File: config.mk
export PLATFORM = sky130hd
export DESIGN_NAME = counter_mod_updown
export DESIGN_NICKNAME = d
export VERILOG_FILES = /design/src/rtl/counter_mod_updown.sv
export SDC_FILE = /design/constraint.sdc
export NUM_CORES = 1
export LEC_CHECK = 0
export ABC_AREA = 1
export CAP_MARGIN = 0
export CORE_AREA = 2 2 39 41
export DETAILED_ROUTE_END_ITERATION = 12
export DIE_AREA = 0 0 41 43
export DONT_BUFFER_PORTS = 1
export SLEW_MARGIN = 20
export SYNTH_ARGS = -nofsm -noshare
export SYNTH_HDL_FRONTEND = slang
export SYNTH_SLANG_ARGS = --single-unit
File: constraint.sdc
create_clock -name clk -period 3.4 [get_ports clk]
set_input_delay 0.17 -clock clk [delete_from_list [all_inputs] [get_ports clk]]
set_output_delay 0.17 -clock clk [all_outputs]
set_load 0.01 [all_outputs]
File: src/rtl/counter_mod_updown.sv
// Parametrised up/down modulo counter with load, enable, terminal-count pulse and sticky overflow.
// Replaces the fixed 4-bit free-running counter; WIDTH=4 with defaults reproduces its count sequence.
module counter_mod_updown #(
  parameter int              WIDTH     = 4,
  parameter logic [WIDTH-1:0] MAX_VAL  = {WIDTH{1'b1}},
  parameter int              SATURATE  = 0,
  parameter logic [WIDTH-1:0] RESET_VAL = '0
) (
  input  logic             clk,
  input  logic             reset,
  input  logic             en,
  input  logic             up_down,
  input  logic             load,
  input  logic [WIDTH-1:0] load_val,
  input  logic             ovf_clr,
  output logic [WIDTH-1:0] out,
  output logic             tc,
  output logic             ovf
);

  logic [WIDTH-1:0] count_q, count_d;
  logic             tc_q, tc_d;
  logic             ovf_q, ovf_d;
  logic             boundary;

  // Boundaries are detected by comparing against MAX_VAL/0 before stepping,
  // so a short modulus never relies on the natural WIDTH-bit wrap.
  always_comb begin
    count_d  = count_q;
    boundary = 1'b0;
    if (load) begin
      count_d = (load_val > MAX_VAL) ? MAX_VAL : load_val;
    end else if (en) begin
      if (up_down) begin
        if (count_q == MAX_VAL) begin
          boundary = 1'b1;
          count_d  = (SATURATE != 0) ? MAX_VAL : '0;
        end else begin
          count_d = count_q + 1'b1;
        end
      end else begin
        if (count_q == '0) begin
          boundary = 1'b1;
          count_d  = (SATURATE != 0) ? '0 : MAX_VAL;
        end else begin
          count_d = count_q - 1'b1;
        end
      end
    end
  end

  // A boundary event on the same edge as a clear leaves the flag set.
  always_comb begin
    tc_d  = boundary;
    ovf_d = ovf_q;
    if (boundary) begin
      ovf_d = 1'b1;
    end else if (ovf_clr) begin
      ovf_d = 1'b0;
    end
  end

  always_ff @(posedge clk) begin
    if (!reset) begin
      count_q <= RESET_VAL;
      tc_q    <= 1'b0;
      ovf_q   <= 1'b0;
    end else begin
      count_q <= count_d;
      tc_q    <= tc_d;
      ovf_q   <= ovf_d;
    end
  end

  assign out = count_q;
  assign tc  = tc_q;
  assign ovf = ovf_q;

endmodule
# == Yosys cells after proc, flatten, opt, wreduce, memory -nomap -nowiden ==
# Cells that the tools add are included.
# op_classes
n_mux,13
n_eq_ne,1
n_addsub,2
n_reduce_logical,3
n_lt_le_gt_ge,1
# op_table
cell,count
$mux 4,6
$mux 1,7
$add 4x1->4 const B,1
$eq 4x4->1 const B,1
$gt 4x4->1 const B,1
$logic_not 4->1,1
$reduce_bool 2->1,2
$sub 4x1->4 const B,1
# totals
wordCells,23
out_inout_bits,6
ff_bits,6
inputBits,10

# == Depth between registers and ports, before layout ==
# Gate-level depths: netlist of run 1.
# depth
depth_word,6
depth_mapped,10
ltp_nobuf,10

# == Least setup slack after synthesis of run 1 ==
# No wires, ideal clock.
# synth_path
kind,register to register
from,"register count_q[0], in the netlist out[0]"
to,"register count_q[3], in the netlist out[3]"
t_arrival_ps,1149
path_stages_with_launch,11
period_less_slack_ps,1266
n_path_buf,0
required_time_ps,3283
setup_time_ps,117
slack_ps,2134
cell_sequence,dfxtp_1 > inv_2 > ha_1 > inv_1 > o21ai_0 > nand2_1 > nand2_1 > nand2_1 > nand3_1 > nand2_1 > a21oi_2
# synth_via
elab_chain_len,5
word_cells_on_any_way,9
cone_classes,2 x add/sub; 1 x eq/ne; 5 x mux; 1 x reduce/logical
# synth_lines
element,line_no,text
start: declaration,21,"logic [WIDTH-1:0] count_q, count_d;"
start signal: assignment,69,count_q <= count_d;
$sub 4x1->4 (tied with other cells),46,count_d = count_q - 1'b1;
"$mux 4, on equally long branches","42, 35",
$mux 4 (*),34,if (up_down) begin
$mux 4 (*),33,end else if (en) begin
$mux 4 (*),31,if (load) begin
# Every way passes the cells marked *; elsewhere a longest branch is shown, timed or not. The select of a mux whose other input is x is not followed.
# A chain may end at the register's enable or synchronous reset.

# == Final worst setup path of run 1 ==
# layout_path
from,"register count_q[1], in the netlist out[1]"
to,"register count_q[3], in the netlist out[3]"
# Same word-level chain as after synthesis.

==> metrics.txt, run 1 <==
routed len/inst 9.83 um; worst hold path cell count 2; grt met1 use 0.149; ranking of synthesized cells by area dfxtp_1, nand2_1, inv_1, ha_1, nand3_1; Worst Skew 0.00257 ns; Worst Min Path Start reset; GRT met2 Usage 0.147; flop2flop setup slack just under 2 ns; highest-count cells in the layout ignoring fill and taps nand2_1, inv_1, dfxtp_1, nand3_1, nor2_1; max_slew headroom 0.745; Clock Power Share 0.354; root buffer cell clkbuf_4; sequential area share after synthesis 0.291; Netlist cell types 19; worst vdd ir 0.193 mV; layer with the highest usage met1; Internal around 0.13 mW; Fmax about 700 MHz; first drt pass iteration count 7; Tightest Hold Check Type input port to flop; count of state elements after synthesis 6; first-pass GRT wire length 1300 um; unrepaired setup endpoints after global routing no; leakage power 0.220 nW; largest net degree at the start of global routing 9; M3 GR Usage 0.0524; initial antenna violation count 0; Sink Count 6; Synth area leader dfxtp_1; CP Max Fanout 8; clock-pin transition on the worst setup and hold timing paths about 0.040 ns; Core Footprint roughly 1400 um2; syn avg cell area 6.45 um2; Comb power frac 0.176; initial cell density of the core 0.298; drt total wl 806 um; CTS tree built; area delta synth->final 7.58%; layout cells sized above 1 0.152; Port Buffers 0; leading cell type in the layout, fill and taps excluded nand2_1; CP Launch Type flop; Post-CTS Setup Bufs 0; Synth top area share 0.291; WP data arrival 1.55 ns; Vias a little under 400; via-per-instance ratio 4.77; Nets 80; diodes inserted 0; fillcell total about 160; mapped cell area roughly 410 um2; Power Density slightly above 400 nW/um2; die width ~41 um; vias in the first global route 341; yosys warns 0; Req. time, crit path about 3.5 ns; TritonCTS buffer count 3; crit share post-route 0.418; Setup TNS Final 0 ns; ANT nets after route 0; count of final hold-check violations 0; dpl hpwl 634 um; worst flop-to-flop path endpoint out[3]; deepest clock path buffer count 2; worst reg-to-reg path cell count 10; final std cells w/o fill 82; status finished clean; Slew @ Worst Pin 0.382 ns; reg2reg start out[1]; minimum clock period between 1 and 1.5 ns; Remaining DRCs 0; placed insts 79; Rows 14; Die Y 43 um; DR iter-0 viols 26; Clock Latency Late Sink between 0.2 and 0.25 ns; Sequential Power Share 0.470; CP endpoint kind flop; max_cap viols 0; Setup CP Type flop to flop; sw frac 0.292; post-CTS sizing 0; Post-Syn Instances 64; Pins Over Slew Limit 0; RePlAce Congestion 0.637; Min-Delay Endpoint out[0]; IO Pins 16; Remaining Overflow, GRT 0; post-synth net total 76; GRT Overall Usage 0.107; Psw 0.0536 mW; hold buffer count at CTS 0; Die ar. 1760 um2; Setup violations, final 0; H-Tree Level Count 1
-- final cells by class --
| type | instances | area, um2 | area share |
|---|---|---|---|
| tap | 16 | 20.0 | 0.0451 |
| clock buffer | 3 | 22.5 | 0.0507 |
| multi-input combinational | 47 | 244 | 0.549 |
| sequential | 6 | 120 | 0.270 |
| inverter | 10 | 37.5 | 0.0845 |
-- cells in the mapped netlist, drive strengths merged --
cell	n
nand2	23
a21oi	2
o21ai	2
a31oi	2
xnor2	1
o21bai	1
nor2	7
xor2	1
buf	1
inv	10
nand4	1
ha	2
nand3	5
dfxtp	6
-- worst max-delay path, stage by stage, from the launching register on --
cell and delay (ns):
dfxtp_1 0.54, inv_1 0.08, ha_1 0.20, inv_1 0.07, o21ai_0 0.08, nand2_1 0.08
nand2_1 0.05, nand2_1 0.05, nand3_1 0.06, nand2_1 0.07, a21oi_2 0.05
-- per-stage QoR --
step / total power [mW] / worst slack [ns] / hold WS (ns) / util / cell area (um2)
detailed placement: 0.120 / 1.98 / 0.274 / 0.305 / 422
finish: 0.183 / 1.98 / 0.0284 / 0.321 / 444
floorplan: 0.115 / 2.13 / 0.268 / - / 413
CTS: 0.186 / 1.97 / 0.0206 / 0.321 / 444
global route: 0.196 / 1.83 / 0.0347 / 0.321 / 444
global placement: 0.120 / 1.97 / 0.275 / 0.305 / 422
-- cell families after synthesis --
family / after synthesis / synth area share
simple gates: 36 / 0.373
buf+inv: 11 / 0.118
compound gates: 7 / 0.115
flops: 6 / 0.291
xor+xnor: 2 / 0.0424
fa+ha+maj: 2 / 0.0606
-- sequential cells by signal, summed over array words and instances (netlist names) --
name	count
ovf	1
tc	1
out	4
-- worst max-delay path by stage --
stage,to,start,cells after the start,slack (ns)
floorplan,out[3],out[0],10,2.13
global placement,out[3],out[0],10,1.97
detailed placement,out[3],out[1],10,1.98
CTS,out[3],out[0],10,1.97
global route,out[3],out[1],10,1.83
finish,out[3],out[1],10,1.98
-- power groups by stage --
stage | Sequential [mW] | Clock [mW] | Combinational [mW]
2_1_floorplan | 0.0838 | 0 | 0.0314
3_5_place_dp | 0.0876 | 0 | 0.0324
6_report | 0.0862 | 0.0649 | 0.0323
5_1_grt | 0.0876 | 0.0707 | 0.0381
3_3_place_gp | 0.0878 | 0 | 0.0322
4_1_cts | 0.0864 | 0.0669 | 0.0326
-- metal layers --
| layer | share of wire | wire length, um |
|---|---|---|
| met5 | 0 | 0 |
| met4 | 0 | 0 |
| met3 | 0.081 | 65 |
| met2 | 0.46 | 369 |
| met1 | 0.46 | 372 |
Note: power is estimated with default switching activity, not from simulation.
==> run 2: changes to the inputs <==
Clock period 3.4 ns to 1.41 ns, I/O delays scaled along.
==> run 2 against run 1 <==
Compared with the run above:
- hold slack improved by 0.0061 ns
- count of clock-buffer cells in the layout is the same
- clock power up 140%
- utilization increased by 6.6 points
- total power grew to 2.5 times the previous value
- setup slack got worse by 1.8 ns
- fmax increased by 13%
- clock skew about the same
- critical path type unchanged
- critical endpoint unchanged
==> metrics.txt, run 2 (same netlist as run 1, synthesis figures left out) <==
Setup violations, final 0; DR iter-0 viols 9; worst vdd ir roughly 0.53 mV; drt total wl 943 um; diodes inserted 0; register area 121 um2; crit-path max cell delay 0.39 ns; clock-pin transition on the worst setup and hold timing paths 0.04 ns; pre-CTS WS 0.0537 ns; max FFs per register 4; crit path cell chain inv_2, ha_1, inv_1, o21ai_0, nand2_1, nand2_1, nand2_1, nand3_1, nand2_1, a21oi_2; area of the multi-input gates around 240 um2; largest net degree at the start of global routing 9; Setup TNS Final 0 ns; layout cells sized above 1 0.197; Sequential Power Share 0.428; CTS tree built; worst path bufs/invs 2; Port Buffers 0; die width 41 um; Remaining DRCs 0; Worst Skew 0.00241 ns; leading cell type in the layout, fill and taps excluded nand2_1; Remaining Overflow, GRT 0; WP data arrival 1.40 ns; Clock Latency Late Sink about 0.24 ns; Die Y 43 um; Worst path top cell family by delay flip-flops; sw frac 0.284; CP endpoint kind flop; CP Depth 10; IO Pins 16; Setup WS post-layout roughly 0.15 ns; first drt pass iteration count 4; Rows 14; unrepaired setup endpoints after global routing no; Die ar. approximately 1800 um2; Sink Count 6; vias in the first global route 375; root buffer cell clkbuf_4; Psw 0.132 mW; minimum clock period 1.26 ns; CP Max Fanout 6; routed len/inst 10.3 um; initial cell density of the core 0.298; max_slew headroom 0.771; Tightest Hold Check Type input port to flop; Internal about 0.33 mW; RePlAce Congestion 0.757; Pins Over Slew Limit 0; Clock Power Share 0.332; Setup CP Type flop to flop; GRT Overall Usage 0.127; grt met1 use 0.155; via-per-instance ratio 4.70; worst hold path cell count 3; layer with the highest usage met2; Core Footprint 1380 um2; deepest clock path buffer count 2; GRT met2 Usage 0.178; H-Tree Level Count 1; Nets 90; Comb power frac 0.240; Req. time, crit path ~1.5 ns; CP Launch Type flop; Slew @ Worst Pin ~0.34 ns; dpl hpwl 697 um; ANT nets after route 0; Total Power about 0.47 mW; Post-CTS Setup Bufs 0; TritonCTS buffer count 3; crit share post-route 0.896; Power Density 872 nW/um2; Slowest-stage cell, CP dfxtp_2; Vias 432; max_cap viols 0; status finished clean; highest-count cells in the layout ignoring fill and taps nand2_1, inv_1, dlygate4sd3_1, nand3_1, dfxtp_1; area delta synth->final 29.7%; M3 GR Usage 0.0785; leakage power 0.263 nW; Fmax approximately 790 MHz; crit-path most repeated cell nand2_1; count of final hold-check violations 0; first-pass GRT wire length between 1000 and 1500 um; fillcell total 156; worst reg-to-reg path cell count 10; initial antenna violation count 0
==> run 2: stage by stage <==
stage,cell area [um2],instances,utilization,hold WS [ns]
floorplan,413,64,-,0.168
global placement,452,83,0.326,0.170
detailed placement,452,83,0.326,0.174
CTS,534,92,0.386,0.0302
global route,536,92,0.387,0.0390
finish,536,92,0.387,0.0345
==> run 2: layer usage <==
| layer | wire [um] | part of all wire |
|---|---|---|
| met5 | 0 | 0 |
| met3 | 67 | 0.071 |
| met4 | 0 | 0 |
| met1 | 398 | 0.42 |
| met2 | 477 | 0.51 |
==> run 2: worst paths after layout <==
| path | startpoint | end | slack, ns |
|---|---|---|---|
| max | out[0] | out[3] | 0.15 |
| min | load | out[2] | 0.03 |
| max reg2reg | out[0] | out[3] | 0.15 |
| min reg2reg | ovf | ovf | 0.51 |
==> run 2: timing repair <==
action,4_1_cts,5_1_grt
endpoints found under the setup margin,0,1
hold endpoints to repair,4,0
gates resized for setup,0,1
hold buffers,6,0
==> run 2: layout make-up <==
class,count,area share
clock buffers,3,0.0421
repair buffers,10,0.168
well taps,16,0.0374
flip-flops and latches,6,0.227
inverters,10,0.0701
multi-input cells,47,0.456
==> run 2: worst reg2reg max path, cell delays in order, from the launching register on <==
cell	delay, ns
dfxtp_2	0.39
inv_2	0.08
ha_1	0.21
inv_1	0.07
o21ai_0	0.08
nand2_1	0.07
nand2_1	0.04
nand2_1	0.05
nand3_1	0.06
nand2_1	0.07
a21oi_2	0.05
==> run 2: power by group through the flow <==
stage / logic, mW / clock network, mW / registers (mW)
after global placement: 0.0993 / 0 / 0.202
after detailed placement: 0.0995 / 0 / 0.202
final: 0.112 / 0.155 / 0.200
after global routing: 0.127 / 0.182 / 0.202
after CTS: 0.113 / 0.162 / 0.199
after floorplan: 0.0758 / 0 / 0.202
